**src/rtl/tile_pkg.sv**
```systemverilog
// Shared constants, palette and write-FSM encoding for the tile map renderer.
package tile_pkg;

  localparam int unsigned TILE_SIZE = 32;
  localparam int unsigned MAP_W     = 20;
  localparam int unsigned MAP_H     = 15;
  localparam int unsigned MAP_DEPTH = MAP_W * MAP_H;

  // Raster totals; used to pull o_Wr_Ready low one pixel before the frame wraps.
  localparam int unsigned H_TOTAL   = 800;
  localparam int unsigned V_TOTAL   = 525;

  // {R,G,B} per tile ID; entry 0 is never shown.
  localparam logic [7:0][2:0] PALETTE = {3'b111, 3'b101, 3'b011, 3'b110,
                                         3'b001, 3'b010, 3'b100, 3'b000};

  typedef enum logic [1:0] {
    StClear,
    StDisplay,
    StVblank
  } wr_state_e;

endpackage

```
**src/rtl/tile_pattern_rom.sv**
```systemverilog
// 8 tiles x 32 rows x 32 bits pattern ROM with a registered (1-cycle) read.
module tile_pattern_rom
  import tile_pkg::*;
(
  input  logic       clk_i,
  input  logic [2:0] tile_i,
  input  logic [4:0] py_i,
  input  logic [4:0] px_i,
  output logic       bit_o
);

  // Every tile has a lit top/left edge; the interior is a 4-pixel checker whose
  // phase flips with the tile ID LSB so neighbouring IDs look different.
  function automatic logic [31:0] pattern_row(input logic [2:0] tile, input logic [4:0] py);
    logic [31:0] row;
    row = '0;
    for (int px = 0; px < 32; px++) begin
      row[px] = (px == 0) || (py == 5'd0) || (1'(px >> 2) ^ py[2] ^ tile[0]);
    end
    return row;
  endfunction

  logic [31:0] row_word;

  assign row_word = pattern_row(tile_i, py_i);

  always_ff @(posedge clk_i) begin
    bit_o <= row_word[px_i];
  end

endmodule

```
**src/rtl/tile_map_renderer.sv**
```systemverilog
// Tile-map renderer: 3-stage pixel pipeline over a 300-entry tile map that is
// cleared after reset and only writable during vertical blanking.
module tile_map_renderer #(
  parameter int unsigned H_VISIBLE = 640,
  parameter int unsigned V_VISIBLE = 480,
  parameter int unsigned TILE_SIZE = 32,
  parameter int unsigned MAP_W     = 20,
  parameter int unsigned MAP_H     = 15
) (
  input  logic       i_Clk,
  input  logic       i_Rst_L,
  input  logic       i_HSync,
  input  logic       i_VSync,
  input  logic [9:0] i_Col_Count,
  input  logic [9:0] i_Row_Count,
  input  logic       i_Wr_Valid,
  input  logic [8:0] i_Wr_Addr,
  input  logic [2:0] i_Wr_Tile,
  output logic       o_Wr_Ready,
  output logic       o_Wr_Err,
  output logic       o_Frame_Start,
  output logic       o_VGA_HSync,
  output logic       o_VGA_VSync,
  output logic       o_VGA_Red_2,
  output logic       o_VGA_Grn_2,
  output logic       o_VGA_Blu_2
);

  import tile_pkg::*;

  localparam int unsigned TileShift = $clog2(TILE_SIZE);
  localparam int unsigned MapDepth  = MAP_W * MAP_H;
  localparam logic [9:0]  HVis      = 10'(H_VISIBLE);
  localparam logic [9:0]  VVis      = 10'(V_VISIBLE);
  localparam logic [9:0]  HLast     = 10'(H_TOTAL - 1);
  localparam logic [9:0]  VLast     = 10'(V_TOTAL - 1);
  localparam logic [8:0]  MapLast   = 9'(MapDepth - 1);

  logic [2:0] map_q [MapDepth];

  // Stage 1: coordinate decode.
  logic [9:0] tile_col, tile_row;
  logic [8:0] pix_addr;
  logic       pix_vis;

  assign tile_col = i_Col_Count >> TileShift;
  assign tile_row = i_Row_Count >> TileShift;
  assign pix_addr = 9'(tile_row * 10'(MAP_W) + tile_col);
  assign pix_vis  = (i_Col_Count < HVis) && (i_Row_Count < VVis);

  logic [8:0] s1_addr_q;
  logic [4:0] s1_px_q, s1_py_q;
  logic       s1_vis_q;
  logic [2:0] s2_tile_q;
  logic       s2_vis_q;
  logic [2:0] rgb_q, rgb_d;
  logic [2:0] hs_q, vs_q;
  logic       fs_q;
  logic [2:0] rd_tile;
  logic       pat_bit;

  // Off-map addresses only occur for invisible pixels; read them as tile 0.
  assign rd_tile = (s1_addr_q <= MapLast) ? map_q[s1_addr_q] : 3'd0;
  assign rgb_d   = (s2_vis_q && (s2_tile_q != 3'd0) && pat_bit) ? PALETTE[s2_tile_q] : 3'b000;

  tile_pattern_rom u_rom (
    .clk_i  (i_Clk),
    .tile_i (rd_tile),
    .py_i   (s1_py_q),
    .px_i   (s1_px_q),
    .bit_o  (pat_bit)
  );

  always_ff @(posedge i_Clk or negedge i_Rst_L) begin
    if (!i_Rst_L) begin
      s1_addr_q <= '0;
      s1_px_q   <= '0;
      s1_py_q   <= '0;
      s1_vis_q  <= 1'b0;
      s2_tile_q <= '0;
      s2_vis_q  <= 1'b0;
      rgb_q     <= '0;
      hs_q      <= '1;
      vs_q      <= '1;
      fs_q      <= 1'b0;
    end else begin
      s1_addr_q <= pix_addr;
      s1_px_q   <= i_Col_Count[4:0];
      s1_py_q   <= i_Row_Count[4:0];
      s1_vis_q  <= pix_vis;
      s2_tile_q <= rd_tile;
      s2_vis_q  <= s1_vis_q;
      rgb_q     <= rgb_d;
      hs_q      <= {hs_q[1:0], i_HSync};
      vs_q      <= {vs_q[1:0], i_VSync};
      fs_q      <= (i_Col_Count == 10'd0) && (i_Row_Count == 10'd0);
    end
  end

  // Write-side FSM.
  wr_state_e  state_q, state_d;
  logic [8:0] clr_cnt_q, clr_cnt_d;
  logic       wr_ready_q, wr_ready_d;
  logic       wr_err_q, wr_err_d;
  logic       in_vblank, last_px, accept;
  logic       map_we;
  logic [8:0] map_waddr;
  logic [2:0] map_wdata;

  assign in_vblank = i_Row_Count >= VVis;
  assign last_px   = (i_Row_Count == VLast) && (i_Col_Count == HLast);
  assign accept    = i_Wr_Valid && wr_ready_q;

  always_comb begin
    state_d   = state_q;
    clr_cnt_d = clr_cnt_q;
    unique case (state_q)
      StClear: begin
        if (clr_cnt_q == MapLast) begin
          clr_cnt_d = '0;
          state_d   = in_vblank ? StVblank : StDisplay;
        end else begin
          clr_cnt_d = clr_cnt_q + 9'd1;
        end
      end
      StDisplay: if (in_vblank) state_d = StVblank;
      StVblank:  if (!in_vblank) state_d = StDisplay;
      default:   state_d = StClear;
    endcase
    // Drop ready on the final pixel of the frame so no write can land on row 0.
    wr_ready_d = (state_d == StVblank) && !last_px;
    wr_err_d   = accept && (i_Wr_Addr > MapLast);
  end

  always_comb begin
    map_we    = 1'b0;
    map_waddr = i_Wr_Addr;
    map_wdata = i_Wr_Tile;
    if (state_q == StClear) begin
      map_we    = 1'b1;
      map_waddr = clr_cnt_q;
      map_wdata = 3'd0;
    end else if (accept && (i_Wr_Addr <= MapLast)) begin
      map_we = 1'b1;
    end
  end

  always_ff @(posedge i_Clk or negedge i_Rst_L) begin
    if (!i_Rst_L) begin
      state_q    <= StClear;
      clr_cnt_q  <= '0;
      wr_ready_q <= 1'b0;
      wr_err_q   <= 1'b0;
    end else begin
      state_q    <= state_d;
      clr_cnt_q  <= clr_cnt_d;
      wr_ready_q <= wr_ready_d;
      wr_err_q   <= wr_err_d;
    end
  end

  always_ff @(posedge i_Clk) begin
    if (map_we) map_q[map_waddr] <= map_wdata;
  end

  assign o_Wr_Ready    = wr_ready_q;
  assign o_Wr_Err      = wr_err_q;
  assign o_Frame_Start = fs_q;
  assign o_VGA_HSync   = hs_q[2];
  assign o_VGA_VSync   = vs_q[2];
  assign o_VGA_Red_2   = rgb_q[2];
  assign o_VGA_Grn_2   = rgb_q[1];
  assign o_VGA_Blu_2   = rgb_q[0];

endmodule

```
**config.mk**
```make
export PLATFORM = sky130hd
export DESIGN_NAME = tile_map_renderer
export DESIGN_NICKNAME = d
export VERILOG_FILES = /design/src/rtl/tile_pkg.sv /design/src/rtl/tile_pattern_rom.sv /design/src/rtl/tile_map_renderer.sv
export SDC_FILE = /design/constraint.sdc
export NUM_CORES = 1
export LEC_CHECK = 0
export ABC_CLOCK_PERIOD_IN_PS = 15900
export CORE_MARGIN = 4
export CORE_UTILIZATION = 55
export DETAILED_ROUTE_END_ITERATION = 16
export DONT_BUFFER_PORTS = 1
export PLACE_DENSITY = 0.76
export REMOVE_ABC_BUFFERS = 1
export SYNTH_ARGS = -nofsm -noshare
export SYNTH_HDL_FRONTEND = slang
export SYNTH_SLANG_ARGS = --single-unit
```
**constraint.sdc**
```tcl
create_clock -name i_Clk -period 15.9 [get_ports i_Clk]
set_clock_uncertainty 0.1 [all_clocks]
set_input_delay 3.18 -clock i_Clk [delete_from_list [all_inputs] [get_ports i_Clk]]
set_output_delay 3.18 -clock i_Clk [all_outputs]
set_load 0.01 [all_outputs]
```
== Word level (Yosys, flattened, before mapping) ==
Memories as Yosys holds them, arrays and structs flattened.
Index checks and enable logic that the tools add are counted.
Cells by class
  bitwise gates (word level): 3
  add/subtract/negate cells: 2
  $mul: 1
  magnitude comparators: 8
  equal/unequal tests: 6
  reduce and logical (&&, ||, !) cells: 17
  mux-type cells: 17
Operator list (number)
  equality test 10 bit, second input constant: 2
  zero test 10 bit: 2
  <= comparator 9 bit, second input constant: 2
  2-to-1 mux 9 bit: 2
  2-to-1 mux 3 bit: 4
  greater-or-equal comparator 10 x 9 -> 1 bit, second input constant: 1
  less-than comparator 10 bit, second input constant: 1
  less-than comparator 10 x 9 -> 1 bit, second input constant: 1
  adder 9 x 1 -> 9 bit, second input constant: 1
  adder 9 x 5 -> 9 bit: 1
  equality test 9 bit, second input constant: 1
  > comparator 9 bit, second input constant: 1
  logical AND 1 bit: 9
  2-to-1 mux 2 bit: 4
  multiplier 5 x 3 -> 7 bit, second input constant: 1
  less-than comparator 5 x 6 -> 1 bit, second input constant: 1
  case mux 2 bit (3 select lines): 1
  binary-select mux 1 bit (select 5 bit): 1
  zero test 5 bit: 1
  2-to-1 mux 1 bit: 5
  equality test 2 bit, second input constant: 2
  less-than comparator 3 x 4 -> 1 bit, second input constant: 1
  nonzero test 3 bit: 1
  equality test 2 x 1 -> 1 bit, second input constant: 1
  5 further kinds: 7
Storage, ports and cells
  memories: 2
  output and inout port bits: 8
  memory bits (read-only): 24
  word-level logic and storage cells: 71
  register bits: 48
  RAM bits: 900
  input port bits: 37
Memory list
  map_q: depth 300, width 3, read ports 1, clocked after Yosys merged registers in 0, write ports 1, RTL line tile_map_renderer.sv:39  | logic [2:0] map_q [MapDepth];
  (no name shown): depth 8, width 3, read ports 1, clocked after Yosys merged registers in 0, write ports 0, RTL line tile_map_renderer.sv:64  | assign rgb_d = (s2_vis_q && (s2_tile_q != 3'd0) && pat_bit) ? PALETTE[s2_tile_q] : 3'b000;

== Longest topological paths before layout ==
Gate-level depths: netlist of run 1.
  depth in word-level cells: 6
  mapped depth: 13
  gate-level depth less buffers: 8

== Hierarchy ==
A second synthesis of run 1 with hierarchy kept.
Second synthesis, totals
  cell total of the unflattened synthesis: 2121
  area total of the unflattened synthesis: 38006.5 µm²
By module, submodules not included
  tile_map_renderer: seq. area each 28209.6 µm², cells each 2113, area each 37940.1 µm², times used 1
  tile_pattern_rom: seq. area each 20.0 µm², cells each 8, area each 66.3 µm², times used 1

== Least setup slack after synthesis of run 1 ==
OpenSTA, ideal clock, no wires.
  path kind: input -> register
  start point: in i_Wr_Tile[0]
  end point: mem map_q[0][0] (data pin)
  path buffers: 0
  required time: 14.817 ns
  setup slack: 7.849 ns
  data arrival time: 6.968 ns
  setup time: 0.983 ns
  stages: 1
  path through: and2_1
Between the ends
  word-level cells in the longest chain between the ends: 1
Ends and longest elaborated chain
  start, declared: RTL line tile_map_renderer.sv:18  | input logic [2:0] i_Wr_Tile,
  2-to-1 mux 3 bit: RTL line tile_map_renderer.sv:139  | if (state_q == StClear) begin
  end, declared: RTL line tile_map_renderer.sv:39
No other way between the ends.

== Worst setup path after layout of run 1 ==
  start point: reg s1_addr_q[0]
  end point: reg u_rom.bit_o
Between the ends
  word-level cells in the longest chain between the ends: 6
  elaborated cells on any way between the ends: 9
  those cells by class: order compare: 1; mux: 3; bitwise: 2; reduce/logical: 2; memory: 1
Ends and longest elaborated chain
  start, declared: RTL line tile_map_renderer.sv:51  | logic [8:0] s1_addr_q;
  start signal, assigned: RTL line tile_map_renderer.sv:87  | s1_addr_q <= pix_addr;
  memory read (300 x 3 bit) or <= comparator 9 bit (tied branches)
  2-to-1 mux 3 bit (*): RTL line tile_map_renderer.sv:63  | assign rd_tile = (s1_addr_q <= MapLast) ? map_q[s1_addr_q] : 3'd0;
  bitwise XOR 1 bit, on equally long branches
  logical OR 1 bit: RTL line tile_pattern_rom.sv:18  | row[px] = (px == 0) || (py == 5'd0) || (1'(px >> 2) ^ py[2] ^ tile[0]);
  binary-select mux 1 bit (select 5 bit) (*): RTL line tile_pattern_rom.sv:28  | bit_o <= row_word[px_i];
  2-to-1 mux 1 bit (implied by the code) (*): RTL line tile_pattern_rom.sv:28
  end signal, assigned: RTL line tile_pattern_rom.sv:28
  end, declared: RTL line tile_pattern_rom.sv:9  | output logic bit_o
Mark *: on every way between the ends. The rest lies on a longest branch, timed or not. The select of a mux whose other input is x is not followed.
A chain may end at the register's enable or synchronous reset.

==> results of run 1 <==
==> metal layers <==
layer	share of wire [%]	wire length, um
met4	2.8	2470
met5	0	0
met1	38	33300
met3	11	9480
met2	49	43300
==> synthesized netlist by cell type, types with 15 or more instances <==
cell / number
buf_1: 15
buf_2: 24
clkbuf_1: 57
dfrtp_1: 41
edfxtp_1: 900
mux2_2: 26
mux2i_1: 23
mux4_2: 251
nand2_1: 85
nand3_1: 22
nor2_1: 330
o21ai_0: 15
==> flip-flops by register name, summed over array words and instances, names as in the netlist, 2 cells and up <==
name       cells
map_q        900
clr_cnt_q      9
s1_addr_q      9
s1_px_q        5
s1_py_q        5
hs_q           3
rgb_q          3
s2_tile_q      3
vs_q           3
state_q        2
==> worst max-delay path, cell delays in order (launching register included) <==
cell	delay (ns)
dfrtp_4	0.72
buf_4	0.61
buf_4	0.73
buf_4	0.75
mux2_1	0.40
a221oi_1	0.47
o211ai_1	0.24
nand3_1	0.28
nand3_1	0.22
and4_1	0.26
a2111o_1	0.39
a32oi_1	0.16
==> per-stage QoR <==
step / hold slack (ns) / util (%) / total power, mW / cell area (um2)
after floorplan: 0.231 / - / 3.38 / 37600
after global placement: 0.238 / 56.9 / 3.64 / 39100
after detailed placement: 0.240 / 56.9 / 3.65 / 39100
after CTS: 0.254 / 61.1 / 5.74 / 42000
after global routing: 0.256 / 61.1 / 5.90 / 42000
final: 0.251 / 61.1 / 5.73 / 42000
==> layout make-up <==
cell class	count	area share, %
clock buffers	114	5.95
inverters	10	0.0894
repair buffers	35	0.715
clock inverters	56	0.995
flip-flops and latches	948	67.3
well taps	931	2.77
multi-input cells	932	22.2
==> power breakdown <==
group,leakage (nW),internal (mW),switching (mW)
Sequential,8.88,2.85,0.0583
Combinational,2.92,0.201,0.508
Clock,1.44,1.20,0.916
==> how the worst min path moves through the flow <==
stage	slack [ns]	startpoint	endpoint
3_3_place_gp	0.24	s1_vis_q	s2_vis_q
4_1_cts	0.25	s1_vis_q	s2_vis_q
2_1_floorplan	0.23	s1_vis_q	s2_vis_q
3_5_place_dp	0.24	s1_vis_q	s2_vis_q
5_1_grt	0.26	s1_vis_q	s2_vis_q
6_report	0.25	s1_vis_q	s2_vis_q
==> cell families after synthesis <==
group / count (synthesis) / synth area share (%)
flops: 948 / 73.9
simple gates: 512 / 5.67
mux: 307 / 16.4
buf+inv: 128 / 1.67
compound gates: 88 / 1.59
xor+xnor: 13 / 0.298
fa+ha+maj: 12 / 0.433
==> flow_metrics.py, run 1 <==
metrics = {
    "status": {
        "status": "complete, no violations",
    },
    "cells_and_area": {
        "instances_no_fill": 3026,
        "seq_area_mm2": 0.0282,
        "final_cell_mix": "900 x edfxtp_1, 330 x nor2_1, 251 x mux4_2, 96 x clkbuf_16, 82 x nand2_1",
        "multiInputGateArea_mm2": 0.00933,
        "syn_to_final_growth_pct": 9.99,
        "drive_gt1_share_pct": 22.3,
        "nets": 2067,
        "final_common_cell": "edfxtp_1",
        "antenna_cells": 0,
        "fillers": 4742,
    },
    "setup_path": {
        "r2r-end": "u_rom.bit_o",
        "critPathMaxFanout": 43,
        "critPathKind": "reg2reg",
        "startpoint": "s1_addr_q[0]",
        "endpoint": "u_rom.bit_o",
        "worstRegToRegCells": 11,
        "critPathArrivalTime_ns": 6.01,
        "crit_path_end_kind": "flip-flop",
        "timing.rr.start": "s1_addr_q[0]",
        "cp-start-kind": "flip-flop",
        "regToRegSetupSlack_ns": 10.36,
        "required_ns": 16.36,
    },
    "logic_synthesis": {
        "synthArstFlopShare_pct": 4.96,
        "synth_edf_count": 900,
        "avgSynthCellArea_um2": 19.0,
        "synth_seq_cells": 948,
        "yosys.area.top_type": "edfxtp_1",
        "synth_ff_type": "edfxtp_1",
        "syn_inst": 2008,
        "synthTopCellsByArea": "edfxtp_1 71%, mux4_2 15%, nor2_1 3.2%",
        "synth_top_area_share_pct": 70.8,
        "ys_types": 63,
        "seq_area_frac_synth_pct": 73.9,
        "yosys_warnings": 0,
        "syn_area_mm2": 0.0382,
    },
    "routing": {
        "dr_total_vias": 19600,
        "ant_nets": 0,
        "dr.pass1.iters": 6,
        "drc": 0,
        "viasPerCell": 6.47,
        "initialDrtViolationCount": 2871,
        "totalWireLength_mm": 88.5,
        "wl_per_cell_um": 29.3,
    },
    "clocking": {
        "clk-insertion-delay-late_ns": 0.66,
        "htreeDepth": 3,
        "cts_inserted_buffers": 91,
        "clk_pin_slew_ns": 0.06,
        "cts_setup_buffers": 0,
        "cts_root_buf": "clkbuf_16",
        "ctsResizeCount": 0,
        "cts_sinks": 948,
        "cts_max_path_buffers": 3,
        "cts_tree": "yes",
        "cts_hold_buf": 0,
    },
    "hold_path": {
        "min_path_cells": 0,
        "hp-class": "reg2reg",
    },
    "global_routing": {
        "grt-ovfl-total": 0,
        "grt_max_degree": 245,
        "grt_pass1_vias": 19800,
        "antenna_found_initial": 0,
        "grtUsageMet1_pct": 34.8,
        "grt_pass1_wl_mm": 132,
        "grt_most_used_layer": "met2",
        "met2_usage_pct": 38.4,
        "grt_use_total_pct": 24.1,
        "met3_usage_pct": 4.67,
    },
    "sta": {
        "rsz0062_at_grt": "false",
        "finalCriticalPeriod_ns": 5.54,
        "setup_ws_ns": 10.36,
        "fmax_mhz": 180,
        "relSlewSlack_pct": 18.9,
        "setup_viol": 0,
        "maxSlewViolCount": 0,
        "worst_pin_slew_ns": 1.22,
        "timing.setup.tns_ns": 0,
        "finalCritPeriodShare_pct": 34.9,
        "hold_violations": 0,
    },
    "pwr": {
        "peakVddDrop_mv": 0.138,
        "power_density_mw_per_mm2": 136,
        "p_leak_nw": 13.2,
    },
    "floorplan": {
        "die_h_um": 271,
        "design.core.area_mm2": 0.0687,
        "ios": 45,
        "die_x_um": 271,
        "row_count": 96,
        "initial_core_util_pct": 55.6,
        "die_area_mm2": 0.0737,
    },
    "run": {
        "maxCapViolations": 0,
    },
    "placement": {
        "dp_cells": 2856,
        "dpl.hpwl_mm": 51.7,
        "finalWeightedCongestion": 0.838,
        "io_buffer_count": 0,
        "pre_cts_ws_ns": 9.92,
    },
}
Power figures use the tool's default switching activity.
==> inputs of run 2 (changes only) <==
ABC_CLOCK_PERIOD_IN_PS = 4890   (was 15900)
PLACE_DENSITY = 0.79   (was 0.76)
clock period = 4.89 ns   (was 15.9 ns; I/O delays follow)
==> run 2 against run 1 <==
Compared with the run above:
- critical path depth decreased by 2
- register-to-register slack worse by 9.4 ns
- largest power group unchanged
- final cell count increased by 0.86%
- fmax rose by 40%
- critical path type unchanged
==> flow_metrics.py, run 2 (synthesized netlist as in run 1, its figures left out) <==
metrics = {
    "hold_path": {
        "hp-class": "in2async",
    },
    "sta": {
        "relSlewSlack_pct": 23.1,
        "whs_ns": 0.0838,
        "finalCriticalPeriod_ns": 3.96,
        "maxSlewViolCount": 0,
        "timing.setup.tns_ns": 0,
        "rsz0062_at_grt": "false",
        "fmax_mhz": 253,
        "setup_viol": 0,
        "worst_pin_slew_ns": 1.15,
        "finalCritPeriodShare_pct": 81.0,
        "hold_violations": 0,
    },
    "routing": {
        "ant_nets": 0,
        "wl_per_cell_um": 30.3,
        "drc": 0,
        "dr_total_vias": 20100,
        "dr.pass1.iters": 6,
        "totalWireLength_mm": 92.4,
        "viasPerCell": 6.60,
        "initialDrtViolationCount": 2802,
    },
    "setup_path": {
        "cp_cell_sequence": "buf_12 -> mux4_2 -> mux2i_1 -> o211ai_1 -> nand3_1 -> nand3_1 -> and4_1 -> a2111o_1 -> a32oi_1",
        "max_stage_delay_ns": 1.08,
        "crit_top_cell": "nand3_1",
        "critPathMaxFanout": 64,
        "cp-start-kind": "flip-flop",
        "critPathKind": "reg2reg",
        "startpoint": "s1_addr_q[1]",
        "critPathArrivalTime_ns": 4.41,
        "crit_path_top_delay_cell": "dfrtp_4",
        "cpLargestDelayFamily": "flip-flops",
        "required_ns": 5.35,
        "crit_path_end_kind": "flip-flop",
        "timing.rr.start": "s1_addr_q[1]",
        "critical_path_buf_inv_count": 1,
    },
    "global_routing": {
        "antenna_found_initial": 7,
        "grt-ovfl-total": 0,
        "grt_max_degree": 100,
        "grt_pass1_wl_mm": 137,
        "grt_use_total_pct": 25.3,
        "grt_pass1_vias": 20500,
    },
    "floorplan": {
        "die_area_mm2": 0.0737,
        "die_x_um": 271,
        "initial_core_util_pct": 55.6,
        "die_h_um": 271,
        "ios": 45,
        "row_count": 96,
        "design.core.area_mm2": 0.0687,
    },
    "cells_and_area": {
        "seq_area_mm2": 0.0282,
        "nets": 2091,
        "registers.top_by_ff_count": "map_q",
        "fillers": 4636,
        "drive_gt1_share_pct": 23.1,
        "syn_to_final_growth_pct": 11.3,
        "final_common_cell": "edfxtp_1",
        "reg_top3": "map_q x900, clr_cnt_q x9, s1_addr_q x9",
        "final_cell_mix": "900 x edfxtp_1, 330 x nor2_1, 251 x mux4_2, 94 x clkbuf_16, 85 x nand2_1",
        "largest_register_ffs": 900,
        "multiInputGateArea_mm2": 0.00932,
    },
    "placement": {
        "finalWeightedCongestion": 0.862,
        "io_buffer_count": 0,
        "dpl.hpwl_mm": 56.2,
    },
    "pwr": {
        "p_leak_nw": 13.4,
        "peakVddDrop_mv": 0.449,
        "combPwrFrac_pct": 12.6,
        "clkPwrFrac_pct": 37.7,
        "power.internal_mw": 14.2,
        "p_seq_share_pct": 49.7,
        "power_density_mw_per_mm2": 448,
        "p_sw_share_pct": 25.6,
        "p_sw_mw": 4.88,
    },
    "run": {
        "maxCapViolations": 0,
    },
    "clocking": {
        "htreeDepth": 3,
        "cts_setup_buffers": 0,
        "cts_sinks": 948,
        "cts_root_buf": "clkbuf_16",
        "clk_pin_slew_ns": 0.06,
        "clk-insertion-delay-late_ns": 0.65,
        "cts_tree": "yes",
        "cts_max_path_buffers": 3,
        "cts_inserted_buffers": 91,
    },
    "status": {
        "status": "complete, no violations",
    },
}
run 2: changes by cell type in the layout (fill, tap and decap cells not counted), sizes merged:
cell,delta
buf,+24
clkinv,-17
bufinv,+7
diode,+5
clkbuf,+3
clkinvlp,+3
inv,+1
run 2: final cells by class:
| class | count | area share, % |
|---|---|---|
| Antenna cell | 5 | 0.0295 |
| Clock buffer | 117 | 5.81 |
| Clock inverter | 50 | 1.39 |
| Inverter | 10 | 0.0884 |
| Multi-Input combinational cell | 932 | 21.9 |
| Sequential cell | 948 | 66.5 |
| Tap cell | 931 | 2.74 |
| Timing Repair Buffer | 59 | 1.50 |
run 2: repair_timing:
| item | in CTS | in global routing |
|---|---|---|
| resized for setup | 0 | 0 |
| endpoints found under the hold margin | 41 | 0 |
| hold buffers | 1 | 0 |
run 2: per-layer routing:
metal  track usage, %  wire (um)  vias to the layer above
met5                0         63                        -
met4             9.62       3710                        8
met3             7.58      12500                      248
met2             38.8      43400                     1455
met1             34.9      32800                    10300
li1                 -          -                     8114
run 2: through the flow:
stage / instance area, um2 / instances / util [%] / setup slack, ns / total power [mW]
3_3_place_gp: 39400 / 2879 / 57.3 / 1.06 / 11.9
3_5_place_dp: 39400 / 2879 / 57.3 / 1.01 / 11.9
5_1_grt: 42500 / 3047 / 61.8 / 0.837 / 19.6
4_1_cts: 42500 / 3047 / 61.8 / 1.00 / 19.0
2_1_floorplan: 37600 / 1890 / - / -5.18 / 11.0
6_report: 42500 / 3052 / 61.8 / 0.932 / 19.0
run 2: worst paths after layout:
kind / depth (start not counted) / slack [ns] / end
setup / recovery: 9 / 0.93 / u_rom.bit_o
hold / removal: 0 / 0.08 / vs_q[2]
setup reg to reg: 9 / 0.93 / u_rom.bit_o
hold reg to reg: 0 / 0.25 / hs_q[2]
max in group asynchronous: 1 / 4.35 / s1_addr_q[1]
min in group i_Clk: 0 / 0.25 / hs_q[2]
run 2: power groups by stage:
stage	Combinational [mW]	Sequential, mW	Clock [mW]
after floorplan	1.29	9.70	0
after global placement	2.25	9.61	0
after detailed placement	2.30	9.63	0
after CTS	2.34	9.46	7.25
after global routing	2.49	9.48	7.60
final	2.41	9.47	7.17
